[config.mk]
export PLATFORM = sky130hd
export DESIGN_NAME = fetch_unit_mips_flat
export DESIGN_NICKNAME = d
export VERILOG_FILES = /design/src/rtl/fetch_unit_mips_pkg.sv /design/src/rtl/fetch_unit_mips_if.sv /design/src/rtl/fetch_unit_mips_pc_register.sv /design/src/rtl/fetch_unit_mips.sv /design/src/flat_wrapper.sv
export SDC_FILE = /design/constraint.sdc
export NUM_CORES = 1
export LEC_CHECK = 0
export ABC_AREA = 1
export ABC_CLOCK_PERIOD_IN_PS = 2200
export BUFFER_PORTS_ARGS = -buffer_cell sky130_fd_sc_hd__buf_2
export CORE_AREA = 2 2 104 106
export CTS_BUF_LIST = sky130_fd_sc_hd__clkbuf_16
export CTS_CLUSTER_SIZE = 40
export DETAILED_ROUTE_END_ITERATION = 8
export DIE_AREA = 0 0 106 108
export PLACE_DENSITY = 0.79
export SLEW_MARGIN = 15
export SYNTH_ARGS = -nofsm -noshare
export SYNTH_HDL_FRONTEND = slang
export SYNTH_SLANG_ARGS = --single-unit
[constraint.sdc]
create_clock -name in_clk -period 2.2 [get_ports in_clk]
set_input_delay 0.22 -clock in_clk [delete_from_list [all_inputs] [get_ports in_clk]]
set_output_delay 0.22 -clock in_clk [all_outputs]
set_load 0.01 [all_outputs]
[src/rtl/fetch_unit_mips_pkg.sv]
// mips_fetch_pkg: constants and types shared by the instruction-fetch stage.
//   NOP                - instruction loaded into IF/ID on a flush
//   fetch_state_e      - fetch FSM encoding (RUN, HALTED)
//   DEFAULT_RESET_ADDR - PC value after reset unless overridden
package mips_fetch_pkg;

    localparam logic [31:0] NOP = 32'h0000_0000;

    localparam int DEFAULT_RESET_ADDR = 0;

    typedef enum logic {
        RUN    = 1'b0,
        HALTED = 1'b1
    } fetch_state_e;

endpackage

[src/rtl/fetch_unit_mips_if.sv]
// fetch_unit_mips_if: control and data bundle between the fetch stage and its
// neighbours (decode supplies stall/redirect/halt, instruction memory supplies
// the instruction word; fetch returns the PC and the IF/ID register contents).
//   slave  - view taken by fetch_unit_mips
//   master - view taken by the surrounding pipeline / testbench
interface fetch_unit_mips_if #(
    parameter int n_bit = 31
);
    logic             in_stall;
    logic             in_branch_taken;
    logic [n_bit:0]   in_branch_target;
    logic             in_jump;
    logic [n_bit:0]   in_jump_target;
    logic             in_halt;
    logic [n_bit:0]   in_instruction;
    logic [n_bit:0]   out_addr;
    logic [n_bit:0]   out_if_id_instruction;
    logic [n_bit:0]   out_if_id_pc_plus1;
    logic             out_if_id_valid;
    logic             out_halted;
    logic             out_fault;

    modport slave (
        input  in_stall, in_branch_taken, in_branch_target, in_jump,
               in_jump_target, in_halt, in_instruction,
        output out_addr, out_if_id_instruction, out_if_id_pc_plus1,
               out_if_id_valid, out_halted, out_fault
    );

    modport master (
        output in_stall, in_branch_taken, in_branch_target, in_jump,
               in_jump_target, in_halt, in_instruction,
        input  out_addr, out_if_id_instruction, out_if_id_pc_plus1,
               out_if_id_valid, out_halted, out_fault
    );
endinterface

[src/rtl/fetch_unit_mips_pc_register.sv]
// pc_register_mips: program counter with next-PC selection.
//   clk_i, rst_i    - clock, synchronous active-high reset
//   advance_i       - step to the next sequential word
//   redirect_i      - load target_i (only honoured when target is in range)
//   target_i        - redirect word address
//   pc_o            - current PC
//   pc_plus1_o      - next sequential word address, wrapped at memory_size
//   target_bad_o    - target_i lies beyond the last instruction word
module pc_register_mips
    import mips_fetch_pkg::*;
#(
    parameter int n_bit       = 31,
    parameter int memory_size = 2047,
    parameter int reset_addr  = DEFAULT_RESET_ADDR
) (
    input  logic           clk_i,
    input  logic           rst_i,
    input  logic           advance_i,
    input  logic           redirect_i,
    input  logic [n_bit:0] target_i,
    output logic [n_bit:0] pc_o,
    output logic [n_bit:0] pc_plus1_o,
    output logic           target_bad_o
);
    localparam logic [n_bit:0] MEM_LAST   = (n_bit+1)'(memory_size);
    localparam logic [n_bit:0] RESET_ADDR = (n_bit+1)'(reset_addr);

    logic [n_bit:0] pc_q;
    logic [n_bit:0] pc_d;

    assign pc_plus1_o   = (pc_q == MEM_LAST) ? '0 : pc_q + 1'b1;
    assign target_bad_o = (target_i > MEM_LAST);

    always_comb begin
        pc_d = pc_q;
        if (redirect_i && !target_bad_o) begin
            pc_d = target_i;
        end else if (advance_i) begin
            pc_d = pc_plus1_o;
        end
    end

    always_ff @(posedge clk_i) begin
        if (rst_i) begin
            pc_q <= RESET_ADDR;
        end else begin
            pc_q <= pc_d;
        end
    end

    assign pc_o = pc_q;
endmodule

[src/rtl/fetch_unit_mips.sv]
// fetch_unit_mips: MIPS instruction-fetch stage.
//   in_clk, in_reset - clock, synchronous active-high reset
//   bus (slave)      - stall/branch/jump/halt from decode, instruction from
//                      memory; PC, IF/ID register, halted and fault flags out
//
// state  | meaning
// RUN    | fetching; redirect > halt > stall > sequential fetch
// HALTED | PC and IF/ID frozen (valid = 0); only reset leaves
module fetch_unit_mips
    import mips_fetch_pkg::*;
#(
    parameter int n_bit       = 31,
    parameter int memory_size = 2047,
    parameter int reset_addr  = DEFAULT_RESET_ADDR
) (
    input  logic              in_clk,
    input  logic              in_reset,
    fetch_unit_mips_if.slave  bus
);
    fetch_state_e   state_q, state_d;
    logic [n_bit:0] instr_q, instr_d;
    logic [n_bit:0] pc1_q, pc1_d;
    logic           valid_q, valid_d;
    logic           fault_q, fault_d;

    logic           redirect;
    logic [n_bit:0] target;
    logic           target_bad;
    logic           advance;
    logic           redirect_ok;
    logic [n_bit:0] pc;
    logic [n_bit:0] pc_plus1;

    assign redirect = bus.in_branch_taken | bus.in_jump;
    // Branch has priority over jump when both are presented together.
    assign target   = bus.in_branch_taken ? bus.in_branch_target : bus.in_jump_target;

    pc_register_mips #(
        .n_bit       (n_bit),
        .memory_size (memory_size),
        .reset_addr  (reset_addr)
    ) u_pc (
        .clk_i        (in_clk),
        .rst_i        (in_reset),
        .advance_i    (advance),
        .redirect_i   (redirect_ok),
        .target_i     (target),
        .pc_o         (pc),
        .pc_plus1_o   (pc_plus1),
        .target_bad_o (target_bad)
    );

    always_comb begin
        state_d     = state_q;
        instr_d     = instr_q;
        pc1_d       = pc1_q;
        valid_d     = valid_q;
        fault_d     = fault_q;
        advance     = 1'b0;
        redirect_ok = 1'b0;
        case (state_q)
            RUN: begin
                if (redirect) begin
                    instr_d = (n_bit+1)'(NOP);
                    valid_d = 1'b0;
                    if (target_bad) begin
                        // Out-of-range target: keep PC, latch fault, stop.
                        fault_d = 1'b1;
                        state_d = HALTED;
                    end else begin
                        redirect_ok = 1'b1;
                    end
                end else if (bus.in_halt) begin
                    instr_d = (n_bit+1)'(NOP);
                    valid_d = 1'b0;
                    state_d = HALTED;
                end else if (!bus.in_stall) begin
                    instr_d = bus.in_instruction;
                    pc1_d   = pc_plus1;
                    valid_d = 1'b1;
                    advance = 1'b1;
                end
            end
            HALTED: begin
                state_d = HALTED;
            end
            default: begin
                state_d = RUN;
            end
        endcase
    end

    always_ff @(posedge in_clk) begin
        if (in_reset) begin
            state_q <= RUN;
            instr_q <= '0;
            pc1_q   <= '0;
            valid_q <= 1'b0;
            fault_q <= 1'b0;
        end else begin
            state_q <= state_d;
            instr_q <= instr_d;
            pc1_q   <= pc1_d;
            valid_q <= valid_d;
            fault_q <= fault_d;
        end
    end

    assign bus.out_addr              = pc;
    assign bus.out_if_id_instruction = instr_q;
    assign bus.out_if_id_pc_plus1    = pc1_q;
    assign bus.out_if_id_valid       = valid_q;
    assign bus.out_fault             = fault_q;
    assign bus.out_halted            = (state_q == HALTED);
endmodule

[src/flat_wrapper.sv]
// flat-port wrapper written by rule: the top's interface ports become plain ports
module fetch_unit_mips_flat import mips_fetch_pkg::*;
#(
    parameter int n_bit       = 31,
    parameter int memory_size = 2047,
    parameter int reset_addr  = DEFAULT_RESET_ADDR
)
  (in_clk, in_reset, bus_in_stall, bus_in_branch_taken, bus_in_branch_target, bus_in_jump, bus_in_jump_target, bus_in_halt, bus_in_instruction, bus_out_addr, bus_out_if_id_instruction, bus_out_if_id_pc_plus1, bus_out_if_id_valid, bus_out_halted, bus_out_fault);
  fetch_unit_mips_if #(.n_bit(n_bit)) bus_i ();
  input  logic in_clk;
  input  logic in_reset;
  input wire logic [$bits(bus_i.in_stall)-1:0] bus_in_stall;
  input wire logic [$bits(bus_i.in_branch_taken)-1:0] bus_in_branch_taken;
  input wire logic [$bits(bus_i.in_branch_target)-1:0] bus_in_branch_target;
  input wire logic [$bits(bus_i.in_jump)-1:0] bus_in_jump;
  input wire logic [$bits(bus_i.in_jump_target)-1:0] bus_in_jump_target;
  input wire logic [$bits(bus_i.in_halt)-1:0] bus_in_halt;
  input wire logic [$bits(bus_i.in_instruction)-1:0] bus_in_instruction;
  output wire logic [$bits(bus_i.out_addr)-1:0] bus_out_addr;
  output wire logic [$bits(bus_i.out_if_id_instruction)-1:0] bus_out_if_id_instruction;
  output wire logic [$bits(bus_i.out_if_id_pc_plus1)-1:0] bus_out_if_id_pc_plus1;
  output wire logic [$bits(bus_i.out_if_id_valid)-1:0] bus_out_if_id_valid;
  output wire logic [$bits(bus_i.out_halted)-1:0] bus_out_halted;
  output wire logic [$bits(bus_i.out_fault)-1:0] bus_out_fault;
  assign bus_i.in_stall = bus_in_stall;
  assign bus_i.in_branch_taken = bus_in_branch_taken;
  assign bus_i.in_branch_target = bus_in_branch_target;
  assign bus_i.in_jump = bus_in_jump;
  assign bus_i.in_jump_target = bus_in_jump_target;
  assign bus_i.in_halt = bus_in_halt;
  assign bus_i.in_instruction = bus_in_instruction;
  assign bus_out_addr = bus_i.out_addr;
  assign bus_out_if_id_instruction = bus_i.out_if_id_instruction;
  assign bus_out_if_id_pc_plus1 = bus_i.out_if_id_pc_plus1;
  assign bus_out_if_id_valid = bus_i.out_if_id_valid;
  assign bus_out_halted = bus_i.out_halted;
  assign bus_out_fault = bus_i.out_fault;
  fetch_unit_mips #(.n_bit(n_bit), .memory_size(memory_size), .reset_addr(reset_addr)) u_core (.in_clk(in_clk), .in_reset(in_reset), .bus(bus_i));
endmodule
==> results.md, run 1 <==
- Fin. Hold Viols: 0
- Final Wtd Congestion: between 0.9 and 1
- Crit path arrival time: approximately 2.2 ns
- PostCTS Resize Cnt: 0
- Peak VDD IR: 0.392 mV
- Tcrit/Tclk final: between 80 and 90%
- Synth top cells by count: 283 x nand2_1, 99 x dfxtp_1, 91 x a21oi_1, 85 x nor2_1, 69 x nand3_1
- Syn Area/Cell: 6.42 µm²
- Clock-pin slew on the worst setup and hold paths: approximately 0.070 ns
- Final setup TNS: 0 ns
- RSZ-0062 raised after global routing: no
- Area leader, netlist: dfxtp_1
- I/O Buffers: 200
- Slew margin rel.: ~58%
- Type of destination of the critical path: flop
- Worst Setup EP: u_core.u_pc.pc_o[9]$_SDFFE_PP0P_
- Combinational power share: about 7.1%
- Max-slew violations: 0
- Tot GR Track Use: between 20% and 30%
- Setup Viol. Count Final: 0
- H-tree depth: 3
- Share of cells above drive strength 1: approximately a quarter
- Post-CTS Setup Bufs: 0
- Vias per cell: about 5.0
- Worst-Margin Slew: ~0.63 ns
- FF/Latch Area: 1980 µm²
- Die area: roughly 11000 µm²
- Data required time of the worst path: ~2.4 ns
- Count leader, synth: nand2_1
- R2r worst-path depth: 11
- Leak: about 3.1 nW
- Drc violations: 0
- Max stage delay on crit path: 0.44 ns
- Final Core Density: a little over three fifths
- R2R Path End: u_core.u_pc.pc_o[9]$_SDFFE_PP0P_
- Largest net degree at the start of global routing: 65
- Psw: around 0.00085 W
- Worst-path fanout max: 6
- Post-synth top flop: dfxtp_1
- Grt total ovfl: 0
- Reg power frac: a little under half
- Worst hold slack: 0.122 ns
- Area fraction of the dominant cell type after synthesis: 39.8%
- Layout Skew: approximately 0.010 ns
- Outcome: completed
- Drt pass-1 iters: 5
- Sink Count: 99
- CORE AREA: between 10000 and 15000 µm²
- Fmax: ~0.51 GHz
- Die width: between 100 and 150 µm
- Total CTS buffers: 9
- Top cells by area, synth: dfxtp_1 40%, nand2_1 21%, a21oi_1 9.1%
- Area growth syn-to-layout: 29.1%
- HP Class: in2reg
- Synth Instances: between 700 and 800
- HPWL Detailed: 10600 µm
- Initial Util: between 40% and 50%
- Netlist cell types: 29
- Power Density: between 500 and 600 nW/µm²
- Fillers: ~1.0k
- Final #Nets: approximately 1.1k
- Die height: approximately 110 µm
- Async set-reset flop share out of synthesis: 0%
- CTS tree: yes
- Most frequent cell on the critical path: nand2_1
- Clock Tree Root: clkbuf_16
- Int Pwr: 0.00292 W
- Period minus WS final: 1.97 ns
- Synth Register Bits: about 100
- Syn Nets: a little under 900
- Critical path launch point type: flop
- Maxcap violations: 0
- Switch share: between 20% and 30%
- Slowest stage cell, crit path: dfxtp_1
- First-pass GRT wire length: between 20000 and 25000 µm
- Setup CP Type: reg2reg
- Ys Warns: 0
- Sequential-to-total area share from yosys stat: approximately 40%
- Syn Std Cell Area: approximately 5000 µm²
- ANT cells: 0
- Hold-fix buffers, CTS: 0
- R2R setup slack: 0.23 ns
- Multi-input gate area: about 2600 µm²
- Initial antenna violation count: 0
- Clock tree buffer depth: 2
- Reg-to-Reg Start: u_core.u_pc.pc_o[4]$_SDFFE_PP0P_
- Clk_lat worst skew: ~0.34 ns
- CP cell instances: nand2_1 > nor2_1 > nand2_1 > nor2_1 > nand2_1 > nand2_1 > inv_1 > nand3_1 > nand3_2 > nand2_1 > nor2_1
- Crit. Startpoint: u_core.u_pc.pc_o[4]$_SDFFE_PP0P_
- Post-synth EDFFs: 0
- Placement Rows: 37
- DRT iter0 DRCs: 244
- Wire length per cell: 12.8 µm
- Clock share of power: 45.1%
- Antenna viol nets, final: 0
- Top-Level Pins: 201
- Vias: ~5.5k
- Vias in the first global route: around 5.3k
- Detailed Route WL: between 10000 and 15000 µm
==> layout by cell type (no fill, tap or decap), types with 2 or more instances in the layout <==
cell type	instances
nand2_1	282
buf_2	200
dfxtp_1	99
a21oi_1	91
nor2_1	84
nand3_1	69
inv_1	47
buf_4	13
o21ai_0	9
clkbuf_16	9
nand4_1	8
nand3_2	7
nor3_1	7
or2_2	5
nand3b_1	5
nor2_2	4
xor2_1	4
or2_1	3
a21o_1	3
inv_6	3
buf_12	3
nor3b_1	2
o21ai_1	2
bufinv_16	2
==> worst min path at each step <==
stage / startpoint / cells after the start / end / slack [ns]
final: bus_in_instruction[10] / 3 / u_core.bus.out_if_id_instruction[10]$_SDFFE_PP0P_ / 0.12
after floorplan: bus_in_instruction[0] / 2 / u_core.bus.out_if_id_instruction[0]$_SDFFE_PP0P_ / 0.37
after global placement: u_core.bus.out_if_id_instruction[7]$_SDFFE_PP0P_ / 2 / u_core.bus.out_if_id_instruction[7]$_SDFFE_PP0P_ / 0.45
after global routing: bus_in_instruction[25] / 3 / u_core.bus.out_if_id_instruction[25]$_SDFFE_PP0P_ / 0.12
after CTS: bus_in_instruction[10] / 3 / u_core.bus.out_if_id_instruction[10]$_SDFFE_PP0P_ / 0.12
after detailed placement: u_core.bus.out_if_id_instruction[21]$_SDFFE_PP0P_ / 2 / u_core.bus.out_if_id_instruction[21]$_SDFFE_PP0P_ / 0.45
==> power groups by stage <==
stage | logic [W] | clock network, W | registers, W
floorplan | 0.000140 | 0 | 0.00185
global placement | 0.000266 | 0 | 0.00185
detailed placement | 0.000268 | 0 | 0.00185
CTS | 0.000268 | 0.00173 | 0.00181
global route | 0.000305 | 0.00182 | 0.00181
finish | 0.000267 | 0.00171 | 0.00181
==> worst max-delay path, delay by kind of cell (launching register included) <==
family                 cells  cell delay, ns
buffers and inverters      1            0.04
flip-flops                 1            0.44
AND/OR/NAND/NOR           10            1.39
==> stage by stage <==
step           area, µm²  setup slack (ns)  instances  total power (W)
2_1_floorplan       4980             0.507        776          0.00199
3_3_place_gp        6110             0.348       1089          0.00211
3_5_place_dp        6110             0.285       1089          0.00211
4_1_cts             6440             0.268       1105          0.00380
5_1_grt             6440           0.00662       1105          0.00393
6_report            6440             0.234       1105          0.00378
==> sequential cells by signal, indices dropped and copies added, names as in the netlist <==
name / count
u_core.bus.out_fault: 1
u_core.bus.out_halted: 1
u_core.bus.out_if_id_instruction: 32
u_core.bus.out_if_id_pc_plus1: 32
u_core.bus.out_if_id_valid: 1
u_core.u_pc.pc_o: 32
==> area by class of cell <==
| cell class | instances | share of cell area (%) |
|---|---|---|
| flip-flops and latches | 99 | 30.8 |
| clock buffers | 9 | 3.50 |
| multi-input cells | 590 | 40.7 |
| well taps | 136 | 2.64 |
| clock inverters | 7 | 1.52 |
| repair buffers | 216 | 18.0 |
| inverters | 48 | 2.84 |
==> logic make-up (layout without fill, tap and decap cells) <==
logic type,after synthesis,count (layout),synth area share [%]
flops,99,99,39.8
fa+ha+maj,1,1,0.251
buf+inv,87,280,7.76
xor+xnor,4,4,0.703
compound gates,107,107,11.0
simple gates,478,478,40.5
==> per-layer routing <==
metal  part of all wire, %  vias up  global-route usage, %
met3                   7.8       37                   5.79
met4                   2.7        0                   9.02
met1                    41     2406                   30.9
li1                      -     2854                      -
met2                    48      201                   44.1
met5                     0        -                      0
Note: power is estimated with default switching activity, not from simulation.
==> run 2, diff against run 1 <==
--- a/config.mk
+++ b/config.mk
@@ -8,13 +8,14 @@
 export ABC_AREA = 1
 export ABC_CLOCK_PERIOD_IN_PS = 2200
 export BUFFER_PORTS_ARGS = -buffer_cell sky130_fd_sc_hd__buf_2
-export CORE_AREA = 2 2 104 106
+export CORE_AREA = 2 2 112 114
 export CTS_BUF_LIST = sky130_fd_sc_hd__clkbuf_16
 export CTS_CLUSTER_SIZE = 40
 export DETAILED_ROUTE_END_ITERATION = 8
-export DIE_AREA = 0 0 106 108
+export DIE_AREA = 0 0 114 116
 export PLACE_DENSITY = 0.79
 export SLEW_MARGIN = 15
 export SYNTH_ARGS = -nofsm -noshare
 export SYNTH_HDL_FRONTEND = slang
+export SYNTH_HIERARCHICAL = 1
 export SYNTH_SLANG_ARGS = --single-unit
==> results.md, run 2 <==
- Drc violations: 0 (unchanged)
- Die area: 13200 µm² (was 11400 µm²)
- Post-synth EDFFs: 0 (unchanged)
- Fin. Hold Viols: 0 (unchanged)
- Share of cells above drive strength 1: 23.9% (was 25.9%)
- Drt pass-1 iters: 5 (unchanged)
- Die width: 114 µm (was 106 µm)
- HP Class: in2reg (unchanged)
- Die height: 116 µm (was 108 µm)
- Vias: 6754 (was 5498)
- Clock Tree Root: clkbuf_16 (unchanged)
- Post-Layout Cell Count: 1382 (was 1105)
- Grt total ovfl: 0 (unchanged)
- CTS tree: yes (unchanged)
- Syn Nets: 1144 (was 879)
- R2R Path End: u_core/u_pc/pc_o[15]$_SDFFE_PP0P_ (was u_core.u_pc.pc_o[9]$_SDFFE_PP0P_)
- Antenna viol nets, final: 0 (unchanged)
- Psw: 0.00102 W (was 0.000854 W)
- Power Density: 511 nW/µm² (was 587 nW/µm²)
- Commonest non-fill, non-tap cells in the layout: 404 x nand2_1, 226 x nor2_1, 200 x buf_2, 99 x dfxtp_1, 81 x inv_1 (was 282 x nand2_1, 200 x buf_2, 99 x dfxtp_1, 91 x a21oi_1, 84 x nor2_1)
- Setup Viol. Count Final: 0 (unchanged)
- Ys Warns: 6 (was 0)
- Worst-path fanout max: 24 (was 6)
- Crit path arrival time: 2.24 ns (was 2.20 ns)
- Final setup TNS: 0 ns (unchanged)
- Initial antenna violation count: 0 (unchanged)
- Post-CTS Setup Bufs: 0 (unchanged)
- Area growth syn-to-layout: 23.2% (was 29.1%)
- Reg-to-Reg Start: u_core/bus.out_halted$_SDFF_PP0_ (was u_core.u_pc.pc_o[4]$_SDFFE_PP0P_)
- ANT cells: 0 (unchanged)
- Synth Register Bits: 99 (unchanged)
- Netlist cell types: 32 (was 29)
- Synth Instances: 1041 (was 776)
- Syn Area/Cell: 5.86 µm² (was 6.42 µm²)
- Top cells by area, synth: dfxtp_1 32%, nand2_1 25%, nor2_1 14% (was dfxtp_1 40%, nand2_1 21%, a21oi_1 9.1%)
- Maxcap violations: 0 (unchanged)
- Largest net degree at the start of global routing: 66 (was 65)
- Tot GR Track Use: 27.0% (was 25.4%)
- CORE AREA: 11900 µm² (was 10200 µm²)
- R2r worst-path depth: 7 (was 11)
- Worst-Margin Slew: 1.03 ns (was 0.634 ns)
- Area leader, netlist: dfxtp_1 (unchanged)
- Final #Nets: 1334 (was 1067)
- Int Pwr: 0.00282 W (was 0.00292 W)
- Vias per cell: 4.89 (was 4.98)
- Sink Count: 99 (unchanged)
- Leak: 4.16 nW (was 3.11 nW)
- Hold-fix buffers, CTS: 0 (unchanged)
- Final Wtd Congestion: 0.959 (was 0.986)
- Syn Std Cell Area: 6100 µm² (was 4980 µm²)
- Fmax: 0.509 GHz (about the same)
- Slew margin rel.: 31.2% (was 57.7%)
- Clock-pin slew on the worst setup and hold paths: 0.07 ns (about the same)
- Total CTS buffers: 9 (unchanged)
- Total length of routed met3 wires: 1470 µm (was 1110 µm)
- Switch share: 26.5% (was 22.6%)
- Placed cells: 1367 (was 1089)
- Post-synth top flop: dfxtp_1 (unchanged)
- Data required time of the worst path: 2.48 ns (was 2.43 ns)
- Period minus WS final: 1.96 ns (was 1.97 ns)
- First-pass GRT wire length: 28900 µm (was 23800 µm)
- Async set-reset flop share out of synthesis: 0% (unchanged)
- Layout Skew: 0.00293 ns (was 0.0101 ns)
- Combinational power share: 14.4% (was 7.1%)
- Max-slew violations: 0 (unchanged)
- Placement Rows: 40 (was 37)
- Setup CP Type: in2reg (was reg2reg)
- R2R setup slack: 0.27 ns (was 0.23 ns)
- Synth top cells by count: 404 x nand2_1, 226 x nor2_1, 99 x dfxtp_1, 80 x inv_1, 55 x nand3_1 (was 283 x nand2_1, 99 x dfxtp_1, 91 x a21oi_1, 85 x nor2_1, 69 x nand3_1)
- DRT iter0 DRCs: 414 (was 244)
- Wire length per cell: 12.5 µm (was 12.8 µm)
- Top-Level Pins: 201 (unchanged)
- Hold endpoint: u_core/bus.out_if_id_instruction[11]$_SDFFE_PP0P_ (was u_core.bus.out_if_id_instruction[10]$_SDFFE_PP0P_)
- Outcome: completed (unchanged)
- Area fraction of the dominant cell type after synthesis: 32.5% (was 39.8%)
- I/O Buffers: 200 (unchanged)
- Type of destination of the critical path: flop (unchanged)
- Count leader, synth: nand2_1 (unchanged)
- Tcrit/Tclk final: 89.2% (was 89.4%)
- Met2 WL post-DR: 7850 µm (was 6810 µm)
- Reg power frac: 48.9% (was 47.8%)
- Clock tree buffer depth: 2 (unchanged)
- Detailed Route WL: 17300 µm (was 14200 µm)
- HPWL Detailed: 12800 µm (was 10600 µm)
- Tot Pwr: 0.00384 W (was 0.00378 W)
- Most common cell after layout, fill and taps aside: nand2_1 (unchanged)
- Initial Util: 51.2% (was 48.7%)
- Vias in the first global route: 6333 (was 5255)
- Sequential-to-total area share from yosys stat: 32.5% (was 39.8%)
- RSZ-0062 raised after global routing: no (unchanged)
- Hold depth: 5 (was 3)
- Clock share of power: 36.7% (was 45.1%)
- Critical path launch point type: input port (was flop)
- Wl on met1: 7420 µm (was 5880 µm)
- Max layer used: met4 (unchanged)
- Clk_lat worst skew: 0.35 ns (was 0.34 ns)
- Hold_sp: bus_in_instruction[11] (was bus_in_instruction[10])
- H-tree depth: 3 (unchanged)
- Peak VDD IR: 0.377 mV (was 0.392 mV)
run 2: cell count changes in the layout (fill, tap and decap cells not counted), moves of 9 or more:
cell      delta
inv_1       +34
a21oi_1     -66
clkinv_1    +11
nor2_1     +142
nand3_1     -14
nor2_4       +9
nand2_1    +122
nand3b_1    +15
inv_2       +17
run 2: timing repair:
item | 4_1_cts | 5_1_grt
resized for setup | 0 | 1
hold endpoints to repair | 0 | 0
endpoints found under the setup margin | 0 | 18
run 2: through the flow:
stage / util [%] / instance area, µm² / hold slack (ns) / worst slack, ns
after global routing: 63.1 / 7520 / 0.219 / 0.0115
after floorplan: - / 6100 / 0.289 / 0.0577
after detailed placement: 61.0 / 7260 / 0.445 / -0.155
after CTS: 63.1 / 7510 / 0.189 / 0.209
final: 63.1 / 7520 / 0.198 / 0.237
after global placement: 61.0 / 7260 / 0.436 / -0.0763
run 2: power groups by stage:
stage               logic (W)  registers (W)  clock network [W]
finish               0.000552        0.00188            0.00141
global route         0.000627        0.00189            0.00151
CTS                  0.000554        0.00188            0.00144
detailed placement   0.000551        0.00192                  0
global placement     0.000545        0.00192                  0
floorplan            0.000300        0.00195                  0
run 2: cell type report:
class | instances | area (µm²)
Fill cell | 1210 | 4390
Sequential cell | 99 | 1980
Multi-Input combinational cell | 793 | 3500
Tap cell | 147 | 184
Timing Repair Buffer | 223 | 1210
Inverter | 105 | 394
Clock inverter | 6 | 26.3
Clock buffer | 9 | 225
run 2: worst max path at each step:
stage	from	endpoint	slack, ns	depth (start not counted)
floorplan	bus_in_branch_taken	u_core/u_pc/pc_o[4]$_SDFFE_PP0P_	0.06	15
global placement	bus_in_branch_taken	u_core/u_pc/pc_o[29]$_SDFFE_PP0P_	-0.08	15
detailed placement	bus_in_branch_taken	u_core/u_pc/pc_o[15]$_SDFFE_PP0P_	-0.15	14
CTS	u_core/bus.out_halted$_SDFF_PP0_	u_core/u_pc/pc_o[15]$_SDFFE_PP0P_	0.21	7
global route	bus_in_branch_taken	u_core/u_pc/pc_o[25]$_SDFFE_PP0P_	0.01	14
finish	bus_in_branch_taken	u_core/u_pc/pc_o[15]$_SDFFE_PP0P_	0.24	15
run 2: worst max-delay path, cell delays in order:
cell,delay (ns)
buf_2,0.12
inv_2,0.06
buf_12,0.14
nand2_1,0.06
nand2_1,0.06
nor2_1,0.04
nand2_1,0.05
nor2_1,0.05
nand3_1,0.10
nor2_1,0.06
inv_1,0.09
nor2_4,0.06
nor2_2,0.77
nand2_1,0.16
a21oi_2,0.19
run 2: cell families after synthesis:
kind of cell | after synthesis | synth area share [%]
and+or+nand+nor | 748 | 52.0
buffers and inverters | 149 | 10.3
DFF | 99 | 32.5
AOI/OAI and AO/OA | 32 | 2.81
xor gates and xnor gates | 12 | 2.21
adders and majority gates | 1 | 0.205
run 2: routing by layer:
metal / global-route usage [%] / vias up
met3: 8.21 / 42
met1: 32.5 / 2979
met4: 12.2 / 0
met5: 0 / -
li1: - / 3501
met2: 44.6 / 232
==> run 3, diff against run 2 <==
--- a/config.mk
+++ b/config.mk
@@ -8,14 +8,13 @@
 export ABC_AREA = 1
 export ABC_CLOCK_PERIOD_IN_PS = 2200
 export BUFFER_PORTS_ARGS = -buffer_cell sky130_fd_sc_hd__buf_2
-export CORE_AREA = 2 2 112 114
+export CORE_AREA = 2 2 104 106
 export CTS_BUF_LIST = sky130_fd_sc_hd__clkbuf_16
 export CTS_CLUSTER_SIZE = 40
 export DETAILED_ROUTE_END_ITERATION = 8
-export DIE_AREA = 0 0 114 116
+export DIE_AREA = 0 0 106 108
 export PLACE_DENSITY = 0.79
 export SLEW_MARGIN = 15
 export SYNTH_ARGS = -nofsm -noshare
 export SYNTH_HDL_FRONTEND = slang
-export SYNTH_HIERARCHICAL = 1
 export SYNTH_SLANG_ARGS = --single-unit
==> constraint.sdc (replaced) <==
create_clock -name in_clk -period 2.2 [get_ports in_clk]
set_input_delay 0.44 -clock in_clk [delete_from_list [all_inputs] [get_ports in_clk]]
set_output_delay 0.44 -clock in_clk [all_outputs]
set_load 0.01 [all_outputs]
==> results.md, run 3 (same netlist as run 1, synthesis figures left out) <==
- Fmax: 0.498 GHz (was 0.509 GHz)
- Type of destination of the critical path: flop (unchanged)
- Worst-path fanout max: 5 (was 24)
- Tot GR Track Use: 25.0% (was 27.0%)
- Wire length per cell: 12.7 µm (was 12.5 µm)
- Area growth syn-to-layout: 29.4% (was 23.2%)
- Largest net degree at the start of global routing: 43 (was 66)
- Detailed Route WL: 14100 µm (was 17300 µm)
- CP bufs+invs: 2 (was 4)
- HPWL Detailed: 10700 µm (was 12800 µm)
- Placement Rows: 37 (was 40)
- Total CTS buffers: 9 (unchanged)
- HP Class: in2reg (unchanged)
- Most common cell after layout, fill and taps aside: nand2_1 (unchanged)
- I/O Buffers: 200 (unchanged)
- Fillers: 1040 (was 1210)
- Final #Nets: 1069 (was 1334)
- Setup CP Type: reg2reg (was in2reg)
- Most frequent cell on the critical path: nand2_1 (unchanged)
- Commonest non-fill, non-tap cells in the layout: 281 x nand2_1, 200 x buf_2, 99 x dfxtp_1, 91 x a21oi_1, 84 x nor2_1 (was 404 x nand2_1, 226 x nor2_1, 200 x buf_2, 99 x dfxtp_1, 81 x inv_1)
- Period minus WS final: 2.01 ns (was 1.96 ns)
- Layout Skew: 0.00778 ns (was 0.00293 ns)
- Drc violations: 0 (unchanged)
- Die height: 108 µm (was 116 µm)
- Clock-pin slew on the worst setup and hold paths: 0.07 ns (about the same)
- Antenna viol nets, final: 0 (unchanged)
- Vias: 5553 (was 6754)
- Tcrit/Tclk final: 91.3% (was 89.2%)
- Die area: 11400 µm² (was 13200 µm²)
- H-tree depth: 3 (unchanged)
- Worst-Margin Slew: 0.478 ns (was 1.03 ns)
- CTS tree: yes (unchanged)
- Crit path arrival time: 2.25 ns (was 2.24 ns)
- Max-slew violations: 0 (unchanged)
- Slew margin rel.: 68.1% (was 31.2%)
- RSZ-0062 raised after global routing: no (unchanged)
- Fin. Hold Viols: 0 (unchanged)
- CP cell instances: ha_1 > nand2_1 > inv_1 > nand2_1 > inv_1 > nand2_1 > nor2_1 > nand2_1 > nand3_1 > nand3_2 > nand2_1 > nor2_1 (was buf_2 > inv_2 > buf_12 > nand2_1 > nand2_1 > nor2_1 > nand2_1 > nor2_1 > nand3_1 > nor2_1 > inv_1 > nor2_4 > nor2_2 > nand2_1 > a21oi_2)
- Leak: 3.12 nW (was 4.16 nW)
- Vias in the first global route: 5166 (was 6333)
- DRT iter0 DRCs: 273 (was 414)
- Initial antenna violation count: 0 (unchanged)
- Peak VDD IR: 0.366 mV (was 0.377 mV)
- Maxcap violations: 0 (unchanged)
- Clock Tree Root: clkbuf_16 (unchanged)
- Die width: 106 µm (was 114 µm)
- Outcome: completed (unchanged)
- First-pass GRT wire length: 23400 µm (was 28900 µm)
- Slowest stage cell, crit path: dfxtp_1 (was nor2_2)
- ANT cells: 0 (unchanged)
- Initial Util: 48.7% (was 51.2%)
- Clk_lat worst skew: 0.34 ns (was 0.35 ns)
- Critical path launch point type: flop (was input port)
- Max stage delay on crit path: 0.35 ns (was 0.77 ns)
- Share of cells above drive strength 1: 26.4% (was 23.9%)
- Setup Viol. Count Final: 0 (unchanged)
- Clock tree buffer depth: 2 (unchanged)
- Worst hold slack: 0.342 ns (was 0.198 ns)
- Delay-heaviest family, CP: simple AND/OR/NAND/NOR gates (unchanged)
- Grt total ovfl: 0 (unchanged)
- Power Density: 570 nW/µm² (was 511 nW/µm²)
- Final setup TNS: 0 ns (unchanged)
- Tot Pwr: 0.00367 W (was 0.00384 W)
- Final Core Density: 63.0% (was 63.1%)
- Vias per cell: 5.02 (was 4.89)
- Final Wtd Congestion: 0.956 (was 0.959)
- Drt pass-1 iters: 4 (was 5)
- Top-Level Pins: 201 (unchanged)
- Sink Count: 99 (unchanged)
- CORE AREA: 10200 µm² (was 11900 µm²)
- Data required time of the worst path: 2.44 ns (was 2.48 ns)
==> run 3: cell count changes in the layout (fill, tap and decap cells not counted), sizes merged, moves of 7 or more <==
cell / change
clkinv: -9
or2: +7
nand2: -133
nor3: +7
a21oi: +63
o21ai: +7
nand3b: -15
inv: -48
nor2: -159
nand3: +17
==> run 3: final cells by class <==
type | instances | area (µm²) | share of cell area (%)
multi-input cells | 590 | 2630 | 40.8
flip-flops and latches | 99 | 1980 | 30.7
repair buffers | 218 | 1190 | 18.4
clock buffers | 9 | 225 | 3.49
inverters | 48 | 183 | 2.83
well taps | 136 | 170 | 2.64
clock inverters | 7 | 73.8 | 1.14
==> run 3: report_power, final <==
group          internal, W  leakage (nW)  switching [W]  total [W]
registers          0.00180         0.798     0.00000542    0.00181
clock network     0.000890         0.147       0.000703    0.00159
logic             0.000123          2.18       0.000152   0.000275
==> run 3: stage by stage <==
stage	setup slack, ns	std cells	area, µm²
2_1_floorplan	0.507	776	4980
3_3_place_gp	0.233	1091	6140
3_5_place_dp	0.182	1091	6140
4_1_cts	0.207	1107	6440
5_1_grt	0.00672	1107	6450
6_report	0.191	1107	6450
==> run 3: metal layers <==
layer	global-route usage (%)	wire length [µm]	vias to the layer above
li1	-	-	2865
met1	30.0	5730	2463
met2	42.4	6800	185
met3	6.81	1090	40
met4	10.7	461	0
met5	0	0	-
==> run 3: repair_timing <==
action | 4_1_cts | 5_1_grt
setup endpoints to repair | 0 | 2
resized for setup | 0 | 2
hold buffers | 0 | 0
setup buffers | 0 | 0
==> run 3: worst paths after layout <==
check,startpoint,to,slack (ns),cells after the start
hold reg to reg,u_core.bus.out_if_id_pc_plus1[11]$_SDFFE_PP0P_,u_core.bus.out_if_id_pc_plus1[11]$_SDFFE_PP0P_,0.46,2
setup reg to reg,u_core.u_pc.pc_o[0]$_SDFFE_PP0P_,u_core.u_pc.pc_o[10]$_SDFFE_PP0P_,0.19,12
setup / recovery,u_core.u_pc.pc_o[0]$_SDFFE_PP0P_,u_core.u_pc.pc_o[10]$_SDFFE_PP0P_,0.19,12
hold / removal,bus_in_instruction[23],u_core.bus.out_if_id_instruction[23]$_SDFFE_PP0P_,0.34,3
==> run 3: worst register-to-register path: stages (launching register included) <==
cell     delay [ns]
dfxtp_1        0.35
ha_1           0.26
nand2_1        0.08
inv_1          0.15
nand2_1        0.13
inv_1          0.09
nand2_1        0.13
nor2_1         0.31
nand2_1        0.09
nand3_1        0.14
nand3_2        0.08
nand2_1        0.06
nor2_1         0.04
